**config.mk**
```make
export PLATFORM = sky130hd
export DESIGN_NAME = nnet_frame_scheduler
export DESIGN_NICKNAME = d
export VERILOG_FILES = /design/src/rtl/nnet_frame_scheduler.sv
export SDC_FILE = /design/constraint.sdc
export NUM_CORES = 1
export LEC_CHECK = 0
export CAP_MARGIN = 10
export CELL_PAD_IN_SITES_DETAIL_PLACEMENT = 1
export CELL_PAD_IN_SITES_GLOBAL_PLACEMENT = 1
export CORE_UTILIZATION = 33
export DETAILED_ROUTE_END_ITERATION = 10
export PLACE_DENSITY = 0.87
export SYNTH_ARGS = -nofsm -noshare
export SYNTH_HDL_FRONTEND = slang
export SYNTH_SLANG_ARGS = --single-unit
```
**constraint.sdc**
```tcl
create_clock -name ap_clk -period 4.1 [get_ports ap_clk]
set_input_delay 0.82 -clock ap_clk [delete_from_list [all_inputs] [get_ports ap_clk]]
set_output_delay 0.82 -clock ap_clk [all_outputs]
set_load 0.02 [all_outputs]
```
**src/rtl/nnet_frame_scheduler.sv**
```systemverilog
// Frame admission scheduler around an HLS core: zero-latency pass-through on input and output paths, ready/valid passed straight through.
// Admission is capped at MAX_INFLIGHT open frames; the output-stall watchdog exists only with NNET_SCHED_WATCHDOG_EN defined.
module nnet_frame_scheduler #(
    parameter int unsigned MAX_INFLIGHT = 2,
    parameter int unsigned WDOG_CYCLES  = 65535
) (
    input  logic        ap_clk,
    input  logic        ap_rst_n,
    input  logic        enable,
    input  logic [15:0] pkt_size_in,
    input  logic [15:0] pkt_size_out,
    input  logic [31:0] s_tdata,
    input  logic        s_tlast,
    input  logic        s_tvalid,
    output logic        s_tready,
    output logic [31:0] m_core_tdata,
    output logic        m_core_tvalid,
    input  logic        m_core_tready,
    input  logic [31:0] s_core_tdata,
    input  logic        s_core_tvalid,
    output logic        s_core_tready,
    output logic [31:0] m_tdata,
    output logic        m_tlast,
    output logic        m_tvalid,
    input  logic        m_tready,
    output logic [3:0]  inflight,
    output logic        busy,
    output logic        err_short,
    output logic        err_orphan,
    output logic        wdog_flag
);
    typedef enum logic [1:0] {S_IDLE = 2'd0, S_FEED = 2'd1, S_WAIT = 2'd2} state_t;

    localparam logic [4:0] MAX_W = 5'(MAX_INFLIGHT);

    state_t      r_state;
    state_t      w_state_nxt;
    logic [15:0] r_in_cnt;
    logic [15:0] r_out_cnt;
    logic [15:0] r_sz_in;
    logic [15:0] r_sz_out;
    logic [3:0]  r_inflight;
    logic [3:0]  w_inflight_nxt;
    logic        r_err_short;
    logic        r_err_orphan;
    logic        w_feed;
    logic        w_in_hs;
    logic        w_in_last_beat;
    logic        w_in_end;
    logic        w_out_act;
    logic        w_out_hs;
    logic        w_out_last_beat;
    logic        w_out_end;
    logic        w_slot_free;
    logic        w_slot_after;
    logic        w_can_start;
    logic        w_wdog_fire;

    assign w_in_hs         = w_feed && s_tvalid && m_core_tready;
    assign w_in_last_beat  = (r_in_cnt == r_sz_in - 16'd1);
    assign w_in_end        = w_in_hs && w_in_last_beat;
    assign w_out_act       = ap_rst_n && (r_inflight != 4'd0);
    assign w_out_hs        = w_out_act && s_core_tvalid && m_tready;
    assign w_out_last_beat = (r_out_cnt == r_sz_out - 16'd1);
    assign w_out_end       = w_out_hs && w_out_last_beat;
    assign w_slot_free     = ({1'b0, r_inflight} < MAX_W);
    assign w_slot_after    = (({1'b0, r_inflight} + 5'd1) < MAX_W);
    assign w_can_start     = enable && (pkt_size_in != 16'd0) && (pkt_size_out != 16'd0) && w_slot_free;

    always_ff @(posedge ap_clk) begin
        if (!ap_rst_n) r_state <= S_IDLE;
        else           r_state <= w_state_nxt;
    end

    // enable is only consulted at frame boundaries, so a started frame always finishes
    always_comb begin
        w_state_nxt = r_state;
        case (r_state)
            S_IDLE: if (w_can_start) w_state_nxt = S_FEED;
            S_FEED: begin
                if (w_in_end) begin
                    if (!enable)           w_state_nxt = S_IDLE;
                    else if (!w_slot_after) w_state_nxt = S_WAIT;
                end
            end
            S_WAIT: begin
                if (!enable)          w_state_nxt = S_IDLE;
                else if (w_slot_free) w_state_nxt = S_FEED;
            end
            default: w_state_nxt = S_IDLE;
        endcase
    end

    always_comb begin
        w_feed        = ap_rst_n && (r_state == S_FEED);
        s_tready      = w_feed && m_core_tready;
        m_core_tvalid = w_feed && s_tvalid;
    end

    always_comb begin
        w_inflight_nxt = r_inflight;
        if (w_in_end && !w_out_end)      w_inflight_nxt = r_inflight + 4'd1;
        else if (!w_in_end && w_out_end) w_inflight_nxt = r_inflight - 4'd1;
        if (w_wdog_fire)                 w_inflight_nxt = 4'd0;
    end

    always_ff @(posedge ap_clk) begin
        if (!ap_rst_n) begin
            r_in_cnt     <= 16'd0;
            r_out_cnt    <= 16'd0;
            r_sz_in      <= 16'd0;
            r_sz_out     <= 16'd0;
            r_inflight   <= 4'd0;
            r_err_short  <= 1'b0;
            r_err_orphan <= 1'b0;
        end else begin
            r_inflight <= w_inflight_nxt;
            if ((r_state == S_IDLE) && w_can_start) r_sz_in <= pkt_size_in;
            // output size may only change between output frames with nothing pending
            if ((r_inflight == 4'd0) && (r_out_cnt == 16'd0)) r_sz_out <= pkt_size_out;
            if (w_in_hs) r_in_cnt <= w_in_last_beat ? 16'd0 : r_in_cnt + 16'd1;
            if (w_wdog_fire)   r_out_cnt <= 16'd0;
            else if (w_out_hs) r_out_cnt <= w_out_last_beat ? 16'd0 : r_out_cnt + 16'd1;
            if (w_in_hs && (s_tlast != w_in_last_beat)) r_err_short <= 1'b1;
            if (!w_out_act && s_core_tvalid) r_err_orphan <= 1'b1;
        end
    end

`ifdef NNET_SCHED_WATCHDOG_EN
    logic [15:0] r_wdog_cnt;
    logic        r_wdog_flag;

    assign w_wdog_fire = w_out_act && !w_out_hs && (r_wdog_cnt == 16'(WDOG_CYCLES - 1));

    always_ff @(posedge ap_clk) begin
        if (!ap_rst_n) begin
            r_wdog_cnt  <= 16'd0;
            r_wdog_flag <= 1'b0;
        end else begin
            if (!w_out_act || w_out_hs || w_wdog_fire) r_wdog_cnt <= 16'd0;
            else                                       r_wdog_cnt <= r_wdog_cnt + 16'd1;
            if (w_wdog_fire) r_wdog_flag <= 1'b1;
        end
    end

    assign wdog_flag = r_wdog_flag;
`else
    assign w_wdog_fire = 1'b0;
    assign wdog_flag   = 1'b0;
`endif

    assign m_core_tdata  = s_tdata;
    assign m_tdata       = s_core_tdata;
    assign m_tvalid      = w_out_act && s_core_tvalid;
    assign s_core_tready = w_out_act ? m_tready : 1'b1;
    assign m_tlast       = w_out_act && w_out_last_beat;
    assign inflight      = ap_rst_n ? r_inflight : 4'd0;
    assign busy          = ap_rst_n && ((r_state != S_IDLE) || (r_inflight != 4'd0));
    assign err_short     = r_err_short;
    assign err_orphan    = r_err_orphan;
endmodule
```
After elaboration in Yosys (flattened, before gate mapping)
Cells that the tools add are included.
{"block": "word_totals", "ff_bits": 72, "input_bits": 104, "output_inout_bits": 77, "elab_cells": 72}
{"block": "op_classes", "n_addsub": 7, "order_cmp": 2, "n_eq_ne": 9, "mux": 13, "n_reduce_logical": 33}
{"cell": "16-bit by 1-bit adder with 16-bit output, second input constant", "count": 2}
{"cell": "16-bit == test", "count": 2}
{"cell": "16-bit two-way mux", "count": 2}
{"cell": "16-bit nonzero test", "count": 2}
{"cell": "16-bit by 1-bit subtractor with 16-bit output, second input constant", "count": 2}
{"cell": "1-bit logical AND", "count": 20}
{"cell": "16-bit zero test", "count": 1}
{"cell": "2-bit two-way mux", "count": 6}
{"cell": "4-bit two-way mux", "count": 3}
{"cell": "3-bit != test, second input constant", "count": 2}
{"cell": "2-bit case mux with 3 select lines", "count": 1}
{"cell": "4-bit by 1-bit adder with 5-bit output, second input constant", "count": 1}
{"cell": "5-bit by 2-bit < comparator with 1-bit output, second input constant", "count": 1}
{"cell": "4-bit by 1-bit adder with 4-bit output, second input constant", "count": 1}
{"cell": "4-bit zero test", "count": 1}
{"cell": "4-bit by 2-bit < comparator with 1-bit output, second input constant", "count": 1}
{"cell": "2-bit != test, second input constant", "count": 2}
{"cell": "4-bit AND reduction", "count": 1}
{"cell": "2-bit nonzero test", "count": 2}
{"cell": "4-bit nonzero test", "count": 1}
{"cell": "4-bit by 1-bit subtractor with 4-bit output, second input constant", "count": 1}
{"cell": "1-bit zero test", "count": 3}
{"cell": "2-bit by 1-bit == test with 1-bit output, second input constant", "count": 1}
{"cell": "2-bit == test, second input constant", "count": 1}
{"cell": "4 further kinds", "count": 4}

Longest topological paths before layout
{"block": "logic_depth", "depth_word": 9, "ltp_mapped": 17, "depth_no_buf": 17}

Least setup slack after synthesis
No wires, ideal clock.
{"block": "synth_timing", "path_type": "register to register", "start": "register r_sz_in[0]", "end": "register r_inflight[3]", "setup_ns": 0.076, "arrival_time_ns": 3.435, "required_ns": 4.024, "slack_ns": 0.589, "path_stages_with_launch": 17, "path_buffers": 0, "period_less_slack_ns": 3.511, "path_cell_list": "dfxtp_1 > inv_1 > ha_1 > xnor2_1 > xnor2_1 > or4_4 > a2111o_1 > nor2_1 > nor4bb_1 > ha_1 > inv_1 > ha_1 > a21o_1 > a21oi_1 > xnor2_1 > or3_1 > a21boi_0"}
{"block": "synth_between", "elab_chain_len": 6, "word_cells_on_any_way": 8, "classes_between": "1 x add/sub; 1 x eq/ne; 1 x mux; 5 x reduce/logical"}
{"item": "start: declaration", "line_no": "40", "rtl": "logic [15:0] r_sz_in;"}
{"item": "start signal: assignment", "line_no": "118", "rtl": "if ((r_state == S_IDLE) && w_can_start) r_sz_in <= pkt_size_in;"}
{"item": "16-bit by 1-bit subtractor with 16-bit output *", "line_no": "60", "rtl": "assign w_in_last_beat = (r_in_cnt == r_sz_in - 16'd1);"}
{"item": "16-bit == test *", "line_no": "60"}
{"item": "1-bit logical AND *", "line_no": "61", "rtl": "assign w_in_end = w_in_hs && w_in_last_beat;"}
{"item": "1-bit zero test", "line_no": "103", "rtl": "else if (!w_in_end && w_out_end) w_inflight_nxt = r_inflight - 4'd1;"}
{"item": "1-bit logical AND", "line_no": "103"}
{"item": "2-bit nonzero test (no source line)"}
{"item": "end signal: assignment", "line_no": "117", "rtl": "r_inflight <= w_inflight_nxt;"}
{"item": "end: declaration", "line_no": "42", "rtl": "logic [3:0] r_inflight;"}
Every way passes the cells marked *; elsewhere a longest branch is shown, timed or not.
A chain may end at the register's enable or synchronous reset.

Worst setup path in the final report
{"block": "layout_timing", "start": "register r_sz_in[4]", "end": "register r_inflight[3]"}
The elaborated chain is that of the path after synthesis.

==> flow_summary.ini <==
[setup_path]
crit_path_start_kind = flop
crit_fanout = 8
arrival_ns = 4.23
crit_type = reg2reg
critPathCaptureType = flop
crit_required_ns = 4.36

[drt]
drt-wirelength-per-cell_um = 17.3
drc = 11
final_antenna_net_count = 0
drtPass1Iterations = 7
routed_wl_mm = 12.9
vias = 3949
drt_iter0_drc = 200
viasPerCell = 5.27

[global_routing]
grt_pass1_wl_mm = 21.6
grt_max_degree = 23
grtUsageTotal = 0.171
antenna_found_initial = 0
grt_overflow = 0
grt_pass1_vias = 4364

[die]
row_count = 44
die_area_um2 = 15700
start_util = 0.342
pin_count = 181
core_um2 = 14700
die_y_um = 125
die_x_um = 125

[timing]
fin_crit_ns = 3.97
rsz0062_at_grt = yes
worst_pin_slew_ns = 0.898
post-route-period-util = 0.968
setup_tns_ns = 0
slew-limit-headroom = 0.397
fmax_mhz = 252
hold_viol = 0
drv_slew = 0
setup_slack_ns = 0.133
setup_violations = 0
final.setup_skew_ns = 0.00900

[synth]
yosysWarnings = 0
syn-num-nets = 691
ys_top_cells_by_area = dfxtp_1 (29%), buf_4 (10%), mux2i_1 (7.0%), xor2_1 (6.6%), xnor2_1 (5.4%)
synth_ff_type = dfxtp_1
synth_top_cell_area_share = 0.287
synth-edff-count = 0
yosysTopAreaCell = dfxtp_1
ys_async_sr_fraction = 0
ys_ff_latch = 72
synth.most_common_cell = dfxtp_1
synth_common_cells = dfxtp_1 (72), buf_4 (67), nor2_1 (41)
yosysSeqAreaShare = 0.287
syn_inst = 576
synth_cell_types = 67
syn_avg_cell_area_um2 = 8.73
syn_area_um2 = 5030

[outcome]
violations = DRC
status = finished, violations left

[clock_network]
ctsHtreeMaxLevel = 3
numCtsBuffers = 9
cts_tree = yes
path_clk_slew_ns = 0.05
cts_root_buf = clkbuf_16
cts_sinks = 72
cts_buffer_depth = 2
insertion_delay_ns = 0.34

[place]
dp_worst_setup_slack_ns = 0.0173
io_buffer_count = 51
dp_hpwl_mm = 9.61
gp_congestion = 0.871

[cells_and_area]
drive_above_1_share = 0.0991
area_growth_pct = 10.2
fin_nets = 676
diodes = 0
fillers = 1695
seq_area_um2 = 1440
final_core_util = 0.377
multi_input_area_um2 = 2960

[pwr]
ir_drop_mv = 0.215
total_power_mw = 1.72
power_density_nw_per_um2 = 311
p_leak_nw = 2.22

[run]
drv_cap = 0

[hold_path]
hp-class = reg2reg
flip-flops by register name, summed over array words and instances, names as in the netlist:
signal      cells
r_out_cnt      16
r_sz_out       16
r_in_cnt       16
r_state         2
err_short       1
err_orphan      1
r_inflight      4
r_sz_in        16
path summary, 6_finish.rpt:
kind | from | end | slack [ns] | depth (start not counted)
worst max register to register | r_sz_in[4]$_SDFFE_PN0P_ | r_inflight[3]$_SDFFE_PN0P_ | 0.13 | 14
worst min register to register | err_orphan$_SDFFE_PN0P_ | err_orphan$_SDFFE_PN0P_ | 0.47 | 1
worst max-delay path | r_sz_in[4]$_SDFFE_PN0P_ | r_inflight[3]$_SDFFE_PN0P_ | 0.13 | 14
worst min-delay path | err_orphan$_SDFFE_PN0P_ | err_orphan$_SDFFE_PN0P_ | 0.47 | 1
layout by cell type, fill, tap and decap left out, drive strengths merged, types with 3 or more instances in the layout:
cell type	instances
nor2b	34
buf	10
nand3b	6
nand3	15
o21ai	6
nand2	26
nor2	45
nand4	14
and2	8
clkbuf	11
a21oi	8
ha	10
a21boi	8
a31oi	4
nor4	19
or3	4
clkinv	3
o22ai	4
mux2i	35
xor2	38
and4	3
and3	12
xnor2	31
nand4b	8
o31ai	3
o211ai	6
inv	16
nor3	14
nand2b	3
clkdlybuf4s50	50
dfxtp	72
or4	7
nor4b	3
critical path, cell delays in order (launching register included):
cell	delay, ns
dfxtp_1	0.39
or4_4	0.61
nor4_4	0.24
o211ai_1	0.22
a2111o_1	0.46
nor2_1	0.11
nor4bb_4	0.27
ha_2	0.26
inv_1	0.09
ha_1	0.29
a21o_1	0.19
a21oi_1	0.17
xnor2_1	0.10
or3_1	0.30
a21boi_0	0.19
power by group:
group | leakage [nW] | internal, mW | switching, mW
clock | 0.125 | 0.403 | 0.293
combinational | 1.50 | 0.140 | 0.133
sequential | 0.589 | 0.721 | 0.0342
layout make-up:
cell class              instances  share of cell area
clock buffers                  11              0.0420
repair buffers                 61               0.106
multi-input cells             401               0.535
flip-flops and latches         72               0.261
inverters                      16              0.0108
clock inverters                 4             0.00407
well taps                     184              0.0416
cells by family after synthesis:
| family | synth area share |
|---|---|
| buffers and inverters | 0.136 |
| and+or+nand+nor | 0.272 |
| muxes | 0.0697 |
| DFF | 0.287 |
| AOI/OAI and AO/OA | 0.0809 |
| other | 0.000746 |
| adders and majority gates | 0.0289 |
| xor gates and xnor gates | 0.125 |
layer usage:
metal / track usage / vias to the layer above / part of all wire
li1: - / 1913 / -
met1: 0.202 / 1933 / 0.44
met2: 0.294 / 86 / 0.50
met3: 0.0492 / 17 / 0.049
met4: 0.0638 / 0 / 0.019
met5: 0 / - / 0
stage by stage:
| stage | hold WS (ns) | cell area, µm² | instances |
|---|---|---|---|
| after global placement | 0.450 | 5200 | 731 |
| after CTS | 0.480 | 5500 | 749 |
| after global routing | 0.496 | 5540 | 749 |
| after detailed placement | 0.456 | 5200 | 731 |
| final | 0.469 | 5540 | 749 |
| after floorplan | 0.477 | 5030 | 576 |
repair_timing:
action / in CTS / in global routing
gates cloned: 0 / 0
buffers inserted: 3 / 0
pin swaps: 1 / 1
hold buffers: 0 / 0
resized for setup: 3 / 9
endpoints found under the setup margin: 2 / 2
No activity file was read; power rests on OpenSTA's default activity.
